**src/rtl/pipe_latch_pkg.sv**
```systemverilog
// Shared types and helpers for the pipeline-stage latch: state encoding,
// occupancy constants and the default two-channel payload packer.
package pipe_latch_pkg;

  localparam int unsigned DEF_DATA_W = 16;
  localparam int unsigned DEF_NUM_CH = 2;
  localparam int unsigned OCC_W      = 2;

  localparam logic [OCC_W-1:0] OCC_EMPTY = 2'd0;
  localparam logic [OCC_W-1:0] OCC_ONE   = 2'd1;
  localparam logic [OCC_W-1:0] OCC_TWO   = 2'd2;

  typedef enum logic [1:0] {
    EMPTY = 2'd0,
    ONE   = 2'd1,
    TWO   = 2'd2
  } latch_state_e;

  // Default payload layout; channel 0 sits in the LSBs.
  typedef struct packed {
    logic [DEF_DATA_W-1:0] ch1;
    logic [DEF_DATA_W-1:0] ch0;
  } def_payload_t;

  function automatic def_payload_t pack_payload(input logic [DEF_DATA_W-1:0] ch1,
                                                input logic [DEF_DATA_W-1:0] ch0);
    def_payload_t p;
    p.ch1 = ch1;
    p.ch0 = ch0;
    return p;
  endfunction

  function automatic logic [OCC_W-1:0] state_occupancy(input latch_state_e s);
    logic [OCC_W-1:0] occ;
    case (s)
      ONE:     occ = OCC_ONE;
      TWO:     occ = OCC_TWO;
      default: occ = OCC_EMPTY;
    endcase
    return occ;
  endfunction

endpackage

```
**src/rtl/pipe_latch_slot.sv**
```systemverilog
// One payload entry of the latch: write enable, synchronous clear to the
// bubble pattern, asynchronous active-low reset to the bubble pattern.
module pipe_latch_slot #(
  parameter int unsigned     W       = 32,
  parameter logic [W-1:0]    NOP_VEC = '0
) (
  input  logic         clk,
  input  logic         rst,
  input  logic         we,
  input  logic         clr,
  input  logic [W-1:0] d,
  output logic [W-1:0] q
);

  // Clear wins over write so a flush never lets fresh data in.
  always_ff @(posedge clk or negedge rst) begin
    if (!rst) begin
      q <= NOP_VEC;
    end else if (clr) begin
      q <= NOP_VEC;
    end else if (we) begin
      q <= d;
    end
  end

endmodule

```
**src/rtl/pipe_latch_skid.sv**
```systemverilog
// Pipeline-stage latch with valid/ready handshake, two-entry skid buffer,
// flush-to-bubble and delayed reset output. Optional counters: PIPE_LATCH_PERF_EN.
module pipe_latch_skid
  import pipe_latch_pkg::*;
#(
  parameter int unsigned DATA_W = 16,
  parameter int unsigned NUM_CH = 2,
  parameter logic [NUM_CH*DATA_W-1:0] NOP_VEC =
    (NUM_CH*DATA_W)'(pack_payload(16'hffff, 16'h0800)),
  parameter int unsigned CNT_W = 16
) (
  input  logic                     clk,
  input  logic                     rst,
  input  logic                     in_valid,
  output logic                     in_ready,
  input  logic [NUM_CH*DATA_W-1:0] in_data,
  input  logic                     flush,
  output logic                     out_valid,
  input  logic                     out_ready,
  output logic [NUM_CH*DATA_W-1:0] out_data,
  output logic                     out_rst,
  output logic [OCC_W-1:0]         occupancy
`ifdef PIPE_LATCH_PERF_EN
  ,
  output logic [CNT_W-1:0]         stall_cnt,
  output logic [CNT_W-1:0]         bubble_cnt
`endif
);

  localparam int unsigned BUS_W = NUM_CH * DATA_W;

  latch_state_e     state_q, state_d;
  logic             accept, consume;
  logic             main_we, main_clr, skid_we, skid_clr;
  logic [BUS_W-1:0] main_din, main_q, skid_q;

  assign accept  = in_valid & in_ready;
  assign consume = out_valid & out_ready;

  // main is cleared whenever it empties, so it doubles as out_data.
  assign out_data = main_q;

  pipe_latch_slot #(.W(BUS_W), .NOP_VEC(NOP_VEC)) u_main (
    .clk (clk),
    .rst (rst),
    .we  (main_we),
    .clr (main_clr),
    .d   (main_din),
    .q   (main_q)
  );

  pipe_latch_slot #(.W(BUS_W), .NOP_VEC(NOP_VEC)) u_skid (
    .clk (clk),
    .rst (rst),
    .we  (skid_we),
    .clr (skid_clr),
    .d   (in_data),
    .q   (skid_q)
  );

  // State and registered handshake outputs.
  always_ff @(posedge clk or negedge rst) begin
    if (!rst) begin
      state_q   <= EMPTY;
      in_ready  <= 1'b1;
      out_valid <= 1'b0;
      occupancy <= OCC_EMPTY;
    end else begin
      state_q   <= state_d;
      in_ready  <= (state_d != TWO);
      out_valid <= (state_d != EMPTY);
      occupancy <= state_occupancy(state_d);
    end
  end

  // Next state and slot controls; flush overrides every handshake event.
  always_comb begin
    state_d  = state_q;
    main_we  = 1'b0;
    main_clr = 1'b0;
    main_din = in_data;
    skid_we  = 1'b0;
    skid_clr = 1'b0;
    if (flush) begin
      state_d  = EMPTY;
      main_clr = 1'b1;
      skid_clr = 1'b1;
    end else begin
      case (state_q)
        EMPTY: begin
          if (accept) begin
            state_d = ONE;
            main_we = 1'b1;
          end
        end
        ONE: begin
          if (accept && consume) begin
            main_we = 1'b1;
          end else if (accept) begin
            state_d = TWO;
            skid_we = 1'b1;
          end else if (consume) begin
            state_d  = EMPTY;
            main_clr = 1'b1;
          end
        end
        TWO: begin
          if (consume) begin
            state_d  = ONE;
            main_we  = 1'b1;
            main_din = skid_q;
            skid_clr = 1'b1;
          end
        end
        default: begin
          state_d  = EMPTY;
          main_clr = 1'b1;
          skid_clr = 1'b1;
        end
      endcase
    end
  end

  // High while reset is held and for the first cycle after release.
  always_ff @(posedge clk or negedge rst) begin
    if (!rst) begin
      out_rst <= 1'b1;
    end else begin
      out_rst <= 1'b0;
    end
  end

`ifdef PIPE_LATCH_PERF_EN
  localparam logic [CNT_W-1:0] CNT_MAX = '1;

  // Saturating stall and bubble counters, cleared only by reset.
  always_ff @(posedge clk or negedge rst) begin
    if (!rst) begin
      stall_cnt  <= '0;
      bubble_cnt <= '0;
    end else begin
      if (out_valid && !out_ready && (stall_cnt != CNT_MAX)) begin
        stall_cnt <= stall_cnt + CNT_W'(1);
      end
      if (!out_valid && (bubble_cnt != CNT_MAX)) begin
        bubble_cnt <= bubble_cnt + CNT_W'(1);
      end
    end
  end
`else
  logic [CNT_W-1:0] unused_cnt_w;
  assign unused_cnt_w = '0;
`endif

endmodule
```
**config.mk**
```make
export PLATFORM = sky130hd
export DESIGN_NAME = pipe_latch_skid
export DESIGN_NICKNAME = d
export VERILOG_FILES = /design/src/rtl/pipe_latch_pkg.sv /design/src/rtl/pipe_latch_slot.sv /design/src/rtl/pipe_latch_skid.sv
export SDC_FILE = /design/constraint.sdc
export NUM_CORES = 1
export LEC_CHECK = 0
export CAP_MARGIN = 10
export CORE_ASPECT_RATIO = 1.1
export CORE_MARGIN = 4
export CORE_UTILIZATION = 54
export CTS_CLUSTER_DIAMETER = 60
export DETAILED_ROUTE_END_ITERATION = 10
export PLACE_DENSITY = 0.89
export SYNTH_ARGS = -nofsm -noshare
export SYNTH_HDL_FRONTEND = slang
export SYNTH_SLANG_ARGS = --single-unit
```
**constraint.sdc**
```tcl
create_clock -name clk -period 4 [get_ports clk]
set_input_delay 0.6 -clock clk [delete_from_list [all_inputs] [get_ports clk]]
set_output_delay 0.6 -clock clk [all_outputs]
set_load 0.02 [all_outputs]
```
==> results.md, run 1 <==
* CTS tree: built
* Clk root buf: clkbuf_8
* Hold-fix buffers, CTS at 0
* Worst Setup Start Kind: primary input
* Largest net degree at the start of global routing at 39
* Max FO, Critical Path at 17
* Psw at 0.4746 mW
* Die Y at 88.67 µm
* Number of distinct library cells after synthesis at 36
* Cell Area, Synth at 0.003194 mm²
* RSZ-0062 raised after global routing: no
* Final #Nets at 338
* Place WS at 0.9182 ns
* Total CTS buffers at 9
* Cell taking the most area after synthesis: dfstp_2
* I/O Buffers at 73
* #FFs+latches synth at 71
* Worst Max-Slew Pin Slew at 0.9692 ns
* Final hold violations at 0
* Status: finished clean
* Synth top area share at 0.2961
* Syn Area/Cell at 13.54 µm²
* Area contributors post-synth: dfstp_2 (30%), dfrtp_1 (27%), mux2i_1 (5.3%)
* Die Span X at 81.33 µm
* ANT cells at 0
* Worst EP required at 4.23 ns
* Setup_tns at 0 ns
* WP data arrival at 2.96 ns
* Post-CTS setup buffer count at 0
* Row cnt at 29
* Share of power burned in registers at 0.500
* DRT antenna net count at 0
* Detailed placer's ending HPWL at 4814 µm
* FMAX at 0.3656 GHz
* Clk Latency, worst-skew pair at 0.34 ns
* Layout cells sized above 1 at 0.2320
* Vias per cell at 5.914
* Logic pwr share at 0.214
* P&R area growth vs syn at 26.13%
* Tcrit/Tclk final at 0.6837
* Vias in the first global route at 2388
* PwrDens at 412.6 mW/mm²
* Routed WL per cell at 18.81 µm
* Util after Layout at 0.6983
* Maximum root-to-sink buffer count at 2
* Final wirelength at 7203 µm
* Post-placement cell area at 0.003872 mm²
* Cell area after layout at 0.004029 mm²
* Min cycle time layout at 2.735 ns
* P_leak at 1.560 nW
* Drt pass-1 iters at 4
* Crit path cell chain: clkdlybuf4s50_1, nand2_1, o311ai_4, and2_1, a2bb2oi_1
* Max cap viols at 0
* Internal power at 1.188 mW
* I/O Pins at 74
* Max VDD drop at 0.2395 mV
* First DRT Iteration DRCs at 160
* First-pass GRT wire length at 11650 µm
* Sw Ratio at 0.2855
* CORE AREA at 0.005769 mm²
* Cell family with most CP delay: simple AND/OR/NAND/NOR gates
* Cells after synthesis at 236
* Total track usage at 0.2167
* Crit path capture type: flip-flop
* Clk sinks at 71
* Clk_skew at 0.005829 ns
* Worst path bufs/invs at 1
* PostCTS Resize Cnt at 0
* Hold WC Path Type: primary input to async pin
* Crit Path Class: primary input to flip-flop
* Max-slew violation count at 0
* Clock network fraction of design power at 0.286
* # DRC at 0
* Critical-path top delay cell: and2_1
* Initial antenna violation count at 0
* CP peak stage delay at 0.80 ns
* Sequential-to-total area share from yosys stat at 0.5703
* Reg clk slew, reported paths at 0.07 ns
* Yosys warning total at 0
* Final worst setup slack at 1.265 ns
* Slew margin rel. at 0.3504
* DIE AREA at 0.007211 mm²
* H-tree lvl count at 3
* Gr ovfl total at 0
* Synthesized net count at 273
* Placer Congestion at 0.8397
* Initial Util at 0.5537
* Vias at 2265
* Fill count at 408
* # setup viols final at 0
sequential cells by signal, indices dropped and copies added, names as in the netlist:
signal and cells:
in_ready 1, occupancy 2, out_rst 1, out_valid 1, state_q 2, u_main.q 32
u_skid.q 32
final timing paths:
kind,startpoint,to,slack [ns],depth (start not counted)
max in group asynchronous,rst,u_main.q[24],2.68,2
hold / removal,rst,u_skid.q[6],0.32,1
hold reg to reg,u_main.q[31],u_main.q[31],0.50,1
setup / recovery,in_valid,u_main.q[30],1.27,5
min in group clk,u_main.q[31],u_main.q[31],0.50,1
setup reg to reg,in_ready,u_main.q[30],1.48,4
power groups by stage:
stage               logic (mW)  clock network [mW]  registers, mW
finish                   0.356               0.475          0.832
global route             0.382               0.522          0.838
CTS                      0.360               0.486          0.832
detailed placement       0.359                   0          0.843
global placement         0.351                   0          0.841
floorplan                0.165                   0          0.881
layer usage:
layer	wire [µm]	global-route usage
met5	0	0
met4	133	0.1075
met3	306	0.04175
met2	3924	0.3830
met1	2838	0.2492
cell type report:
class	instances	area, µm²	share of cell area
timing repair buffer	75	740.7	0.1839
clock inverter	4	21.27	0.005280
sequential	71	1822	0.4522
inverter	1	3.754	0.0009317
tap	77	96.34	0.02391
clock buffer	12	135.1	0.03354
multi-input combinational	143	1210	0.3003
metrics by stage:
stage,cells,hold slack [ns],total power [mW]
floorplan,236,0.3044,1.046
detailed placement,367,0.4912,1.202
finish,383,0.3247,1.662
CTS,383,0.3316,1.679
global placement,367,0.4875,1.192
global route,383,0.3736,1.742
logic make-up (layout without fill, tap and decap cells):
family	after synthesis	in the layout	synth area share
multiplexers	17	17	0.05327
other	1	1	0.001174
buffers and inverters	22	92	0.05092
AND/OR/NAND/NOR	46	46	0.08500
flip-flops	71	71	0.5703
AO/OA/AOI/OAI	79	79	0.2393
Yosys cell counts:
cell type,number
nand4b_4,1
nor2_1,16
clkbuf_1,3
o21ba_2,1
nand2_4,1
buf_2,7
dfstp_2,36
nand2b_1,1
conb_1,1
or3_1,1
nand4bb_1,1
buf_6,8
a21oi_1,5
nor3_1,15
nand2_1,3
a211oi_1,2
o311a_1,1
a21o_1,2
o21bai_1,1
inv_1,1
a31oi_4,1
a2bb2oi_1,7
o221ai_1,15
nor3_2,1
buf_4,3
a22o_1,15
and3_1,1
mux2i_1,17
a2bb2oi_2,10
dfrtp_1,35
and2_1,3
nand3b_4,1
o22a_1,17
o311ai_4,1
nor2_4,1
o21bai_2,1
layout by cell type, fill, tap and decap left out, types with 2 or more instances in the layout:
| cell | synthesis | layout |
|---|---|---|
| a211oi_1 | 2 | 2 |
| clkbuf_1 | 3 | 3 |
| clkinv_2 | 0 | 3 |
| a2bb2oi_1 | 7 | 7 |
| mux2i_1 | 17 | 17 |
| clkdlybuf4s50_1 | 0 | 72 |
| nor3_1 | 15 | 15 |
| o22a_1 | 17 | 17 |
| nand2_1 | 3 | 3 |
| dfstp_2 | 36 | 36 |
| and2_1 | 3 | 3 |
| a21o_1 | 2 | 2 |
| dfrtp_1 | 35 | 35 |
| a2bb2oi_2 | 10 | 10 |
| nor2_1 | 16 | 16 |
| clkbuf_8 | 0 | 9 |
| a21oi_1 | 5 | 5 |
| o221ai_1 | 15 | 15 |
| a22o_1 | 15 | 15 |
| buf_4 | 3 | 2 |
No activity file was read; power rests on OpenSTA's default activity.
==> run 2, diff against run 1 <==
- CORE_UTILIZATION: 54 -> 45
- PLACE_DENSITY: 0.89 -> 0.8
- clock period: 4 -> 2.4 ns (I/O delays scaled with it)
==> results.md, run 2 (synthesis results as in run 1) <==
* I/O Pins at 74 (unchanged)
* RSZ-0062 raised after global routing: no (unchanged)
* Max-slew violation count at 0 (unchanged)
* Fill count at 547 (was 408)
* CORE AREA at 0.006749 mm² (was 0.005769 mm²)
* Slew margin rel. at 0.3494 (was 0.3504)
* Total power at 2.912 mW (was 1.662 mW)
* Max cap viols at 0 (unchanged)
* Max VDD drop at 0.4299 mV (was 0.2395 mV)
* PwrDens at 705.2 mW/mm² (was 412.6 mW/mm²)
* First-pass GRT wire length at 11900 µm (was 11650 µm)
* Setup_tns at 0 ns (unchanged)
* Clock network fraction of design power at 0.314 (was 0.286)
* FMAX at 0.5126 GHz
* P&R area growth vs syn at 29.26% (was 26.13%)
* Cell area after layout at 0.004129 mm² (was 0.004029 mm²)
* Detailed placer's ending HPWL at 4978 µm (was 4814 µm)
* Share of power burned in registers at 0.475 (was 0.500)
* Psw at 0.8140 mW (was 0.4746 mW)
* Vias at 2298 (was 2265)
* DIE AREA at 0.008512 mm² (was 0.007211 mm²)
* Largest regs: u_main.q (32), u_skid.q (32) (unchanged)
* Gr ovfl total at 0 (unchanged)
* Place WS at 0.1104 ns (was 0.9182 ns)
* Maximum root-to-sink buffer count at 2 (unchanged)
* Worst Max-Slew Pin Slew at 0.9706 ns (was 0.9692 ns)
* # DRC at 0 (unchanged)
* Logic pwr share at 0.211 (was 0.214)
* Final wirelength at 7350 µm (was 7203 µm)
* Final hold violations at 0 (unchanged)
* Post-placement cell area at 0.003939 mm² (was 0.003872 mm²)
* Layout cells sized above 1 at 0.2580 (was 0.2320)
* Commonest non-fill, non-tap cell in the layout: clkdlybuf4s50_1 (unchanged)
* P_leak at 1.614 nW (was 1.560 nW)
* Sw Ratio at 0.2796 (was 0.2855)
* Row cnt at 31 (was 29)
* Crit path capture type: flip-flop (unchanged)
* Clk Latency, worst-skew pair at 0.34 ns (about the same)
* Most frequent cells in the layout: clkdlybuf4s50_1 (72), dfstp_2 (36), dfrtp_1 (35), mux2i_1 (17), o22a_1 (17) (unchanged)
* Fin cells at 396 (was 383)
* Worst Setup Start Kind: primary input (unchanged)
* Final #Nets at 346 (was 338)
* Total track usage at 0.1842 (was 0.2167)
* Hold-fix buffers, CTS at 0 (unchanged)
* Status: finished clean (unchanged)
* Post-CTS setup buffer count at 0 (unchanged)
* PostCTS Resize Cnt at 0 (unchanged)
* Die Span X at 88.33 µm (was 81.33 µm)
* Routed WL per cell at 18.56 µm (was 18.81 µm)
* Tcrit/Tclk final at 0.8129
* Max FO, Critical Path at 17 (unchanged)
* H-tree lvl count at 3 (unchanged)
* Worst EP required at 2.67 ns (was 4.23 ns)
* DRT antenna net count at 0 (unchanged)
* WP data arrival at 2.22 ns (was 2.96 ns)
* Cells after DPL at 380 (was 367)
* Initial Util at 0.4733 (was 0.5537)
* Internal power at 2.098 mW (was 1.188 mW)
* I/O Buffers at 73 (unchanged)
* CTS tree: built (unchanged)
* First DRT Iteration DRCs at 155 (was 160)
* Initial antenna violation count at 0 (unchanged)
* Drt pass-1 iters at 5 (was 4)
* Reg clk slew, reported paths at 0.08 ns (was 0.07 ns)
* Clk_skew at 0.01690 ns (was 0.005829 ns)
* Hold WS at 0.06428 ns (was 0.3247 ns)
* Total CTS buffers at 9 (unchanged)
* Placer Congestion at 0.8550 (was 0.8397)
* Clk root buf: clkbuf_8 (unchanged)
* Crit Path Class: primary input to flip-flop (unchanged)
* Vias in the first global route at 2372 (was 2388)
* Hold WC Path Type: primary input to async pin (unchanged)
* ANT cells at 0 (unchanged)
* # setup viols final at 0 (unchanged)
* Min cycle time layout at 1.951 ns
* Util after Layout at 0.6118 (was 0.6983)
* Clk sinks at 71 (unchanged)
* Final worst setup slack at 0.4491 ns (was 1.265 ns)
* Die Y at 96.37 µm (was 88.67 µm)
* Vias per cell at 5.803 (was 5.914)
* Largest net degree at the start of global routing at 39 (unchanged)
-- run 2: changes by cell type in the layout (fill, tap and decap cells not counted), sizes merged --
cell and delta:
clkinv +2, inv -1, clkbuf -2, bufinv +1, buf +8
-- run 2: worst max-delay path, stage by stage --
cell	delay, ns
clkdlybuf4s50_1	0.54
and2_1	0.32
nor2_1	0.11
o21bai_2	0.64
o22a_1	0.24
-- run 2: area by class of cell --
type                       instances  area [µm²]  share of cell area
inverter                           1       3.754           0.0009091
multi-input combinational        143        1210              0.2930
timing repair buffer              83       800.8              0.1939
clock buffer                      10       127.6             0.03091
tap                               82       102.6             0.02485
sequential                        71        1822              0.4412
clock inverter                     6       62.56             0.01515
-- run 2: path summary, 6_finish.rpt --
kind / start / to / slack [ns] / cells after the start
worst min register to register: u_main.q[30] / u_main.q[30] / 0.50 / 1
worst min-delay path: rst / u_skid.q[10] / 0.06 / 2
max in group asynchronous: rst / in_ready / 1.96 / 2
min in group clk: u_main.q[30] / u_main.q[30] / 0.50 / 1
worst max register to register: in_ready / u_skid.q[9] / 0.51 / 4
worst max-delay path: out_ready / u_skid.q[16] / 0.45 / 5
-- run 2: metal layers --
metal / track usage / vias to the layer above / part of all wire
met5: 0 / - / 0
met4: 0.07557 / 0 / 0.021
met3: 0.04110 / 15 / 0.055
met2: 0.3005 / 82 / 0.51
met1: 0.2366 / 1158 / 0.42
li1: - / 1043 / -
-- run 2: power by group through the flow --
| stage | Clock, mW | Combinational (mW) | Sequential (mW) |
|---|---|---|---|
| 6_report | 0.915 | 0.614 | 1.38 |
| 5_1_grt | 0.990 | 0.660 | 1.39 |
| 4_1_cts | 0.937 | 0.619 | 1.38 |
| 3_5_place_dp | 0 | 0.618 | 1.40 |
| 3_3_place_gp | 0 | 0.608 | 1.40 |
| 2_1_floorplan | 0 | 0.275 | 1.47 |
==> run 3, diff against run 2 <==
- CORE_UTILIZATION: 45 -> 50
- PLACE_DENSITY: 0.8 -> 0.84
- clock period: 2.4 -> 2 ns (I/O delays scaled with it)
==> results.md, run 3 (synthesis results as in run 1) <==
* I/O Buffers at 73 (unchanged)
* Drt pass-1 iters at 4 (was 5)
* Worst Max-Slew Pin Slew at 0.7552 ns (was 0.9706 ns)
* Row cnt at 30 (was 31)
* P&R area growth vs syn at 32.71% (was 29.26%)
* Die Span X at 84.21 µm (was 88.33 µm)
* WP data arrival at 1.52 ns (was 2.22 ns)
* Detailed placer's ending HPWL at 5040 µm (was 4978 µm)
* Fin cells at 403 (was 396)
* FMAX at 0.5504 GHz
* CP Depth at 1 (was 5)
* Initial antenna violation count at 0 (unchanged)
* Initial Util at 0.5158 (was 0.4733)
* Tcrit/Tclk final at 0.9084
* Met1 usage at 0.2452 (was 0.2366)
* Hold-fix buffers, CTS at 0 (unchanged)
* Max-slew violation count at 0 (unchanged)
* First DRT Iteration DRCs at 103 (was 155)
* GR Util met3 at 0.06020 (was 0.04110)
* Vias per cell at 5.799 (was 5.803)
* Total track usage at 0.1974 (was 0.1842)
* Critical-path top delay cell: clkdlybuf4s50_1 (was o21bai_2)
* Largest regs: u_main.q (32), u_skid.q (32) (unchanged)
* Hold WC Path Type: primary input to async pin (unchanged)
* Final hold violations at 0 (unchanged)
* # setup viols final at 0 (unchanged)
* I/O Pins at 74 (unchanged)
* Worst EP required at 1.70 ns (was 2.67 ns)
* Clk_skew at 0.006244 ns (was 0.01690 ns)
* Maximum root-to-sink buffer count at 2 (unchanged)
* Most frequent cells in the layout: clkdlybuf4s50_1 (72), dfstp_2 (36), dfrtp_1 (35), mux2i_1 (17), o22a_1 (17) (unchanged)
* Cell area after layout at 0.004239 mm² (was 0.004129 mm²)
* Layout cells sized above 1 at 0.2724 (was 0.2580)
* R2R Setup Slk at 0.20 ns (was 0.51 ns)
* First-pass GRT wire length at 12120 µm (was 11900 µm)
* Post-placement cell area at 0.004061 mm² (was 0.003939 mm²)
* Crit Path Class: flip-flop to output pin (was primary input to flip-flop)
* Setup_tns at 0 ns (unchanged)
* CORE AREA at 0.006193 mm² (was 0.006749 mm²)
* Max VDD drop at 0.5098 mV (was 0.4299 mV)
* Cells after DPL at 388 (was 380)
* Worst Setup Start Kind: flip-flop (was primary input)
* Final wirelength at 7358 µm (was 7350 µm)
* Met2 GRT Util at 0.3250 (was 0.3005)
* Crit path capture type: output pin (was flip-flop)
* Hold WS at 0.2386 ns (was 0.06428 ns)
* Vias at 2337 (was 2298)
* Clk root buf: clkbuf_8 (unchanged)
* Most used routing layer: met2 (unchanged)
* Clk sinks at 71 (unchanged)
* Final #Nets at 356 (was 346)
* CP peak stage delay at 0.63 ns (was 0.64 ns)
* Worst R2R Path Depth at 4 (unchanged)
* Max FO, Critical Path at 2 (was 17)
* DRT antenna net count at 0 (unchanged)
* PwrDens at 823.9 mW/mm² (was 705.2 mW/mm²)
* Reg clk slew, reported paths at 0.07 ns (was 0.08 ns)
* Routed WL per cell at 18.26 µm (was 18.56 µm)
* Cell family with most CP delay: buffers and inverters (was compound AO/OA/AOI/OAI gates)
* Gr ovfl total at 0 (unchanged)
* Commonest non-fill, non-tap cell in the layout: clkdlybuf4s50_1 (unchanged)
* P_leak at 1.662 nW (was 1.614 nW)
* Die Y at 91.83 µm (was 96.37 µm)
* ANT cells at 0 (unchanged)
* CTS tree: built (unchanged)
* # DRC at 0 (unchanged)
* Max cap viols at 0 (unchanged)
* Vias in the first global route at 2452 (was 2372)
* Min cycle time layout at 1.817 ns
* Post-CTS setup buffer count at 0 (unchanged)
* Total CTS buffers at 9 (unchanged)
* RSZ-0062 raised after global routing: no (unchanged)
* Placer Congestion at 0.8540 (was 0.8550)
* H-tree lvl count at 3 (unchanged)
* Clk Latency, worst-skew pair at 0.34 ns (about the same)
* PostCTS Resize Cnt at 0 (unchanged)
* Worst path bufs/invs at 1 (unchanged)
* Fill count at 454 (was 547)
* DIE AREA at 0.007733 mm² (was 0.008512 mm²)
* Largest net degree at the start of global routing at 35 (was 39)
* Crit path cell chain: clkdlybuf4s50_1 (was clkdlybuf4s50_1, and2_1, nor2_1, o21bai_2, o22a_1)
* Status: finished clean (unchanged)
* Slew margin rel. at 0.4962 (was 0.3494)
[run 3: path summary, 6_finish.rpt]
path,start,endpoint
worst min-delay path,rst,u_skid.q[20]
worst max-delay path,u_main.q[16],out_data[16]
max in group asynchronous,rst,in_ready
worst max register to register,in_ready,u_skid.q[24]
min in group clk,u_main.q[26],u_main.q[26]
worst min register to register,u_main.q[26],u_main.q[26]
[run 3: power by group]
part	total [mW]	internal (mW)	switching, mW
clock	1.07	0.559	0.506
sequential	1.66	1.58	0.0752
combinational	0.771	0.390	0.381
[run 3: through the flow]
step	worst slack, ns	total power, mW	utilization
after floorplan	0.2334	2.092	-
after global placement	-0.002355	2.435	0.6558
after detailed placement	-0.05350	2.453	0.6558
after CTS	0.1599	3.527	0.6844
final	0.1831	3.492	0.6844
after global routing	0.09097	3.645	0.6844
[run 3: layout make-up]
type | count | area [µm²] | share of cell area
clock buffer | 10 | 127.6 | 0.03011
sequential | 71 | 1822 | 0.4298
timing repair buffer | 93 | 925.9 | 0.2184
multi-input combinational | 143 | 1210 | 0.2854
tap | 80 | 100.1 | 0.02361
clock inverter | 5 | 50.05 | 0.01181
inverter | 1 | 3.754 | 0.0008855
[run 3: routing by layer]
| metal | share of wire | wire length, µm |
|---|---|---|
| met1 | 0.41 | 3027 |
| met2 | 0.51 | 3765 |
| met3 | 0.055 | 402 |
| met4 | 0.022 | 162 |
| met5 | 0 | 0 |
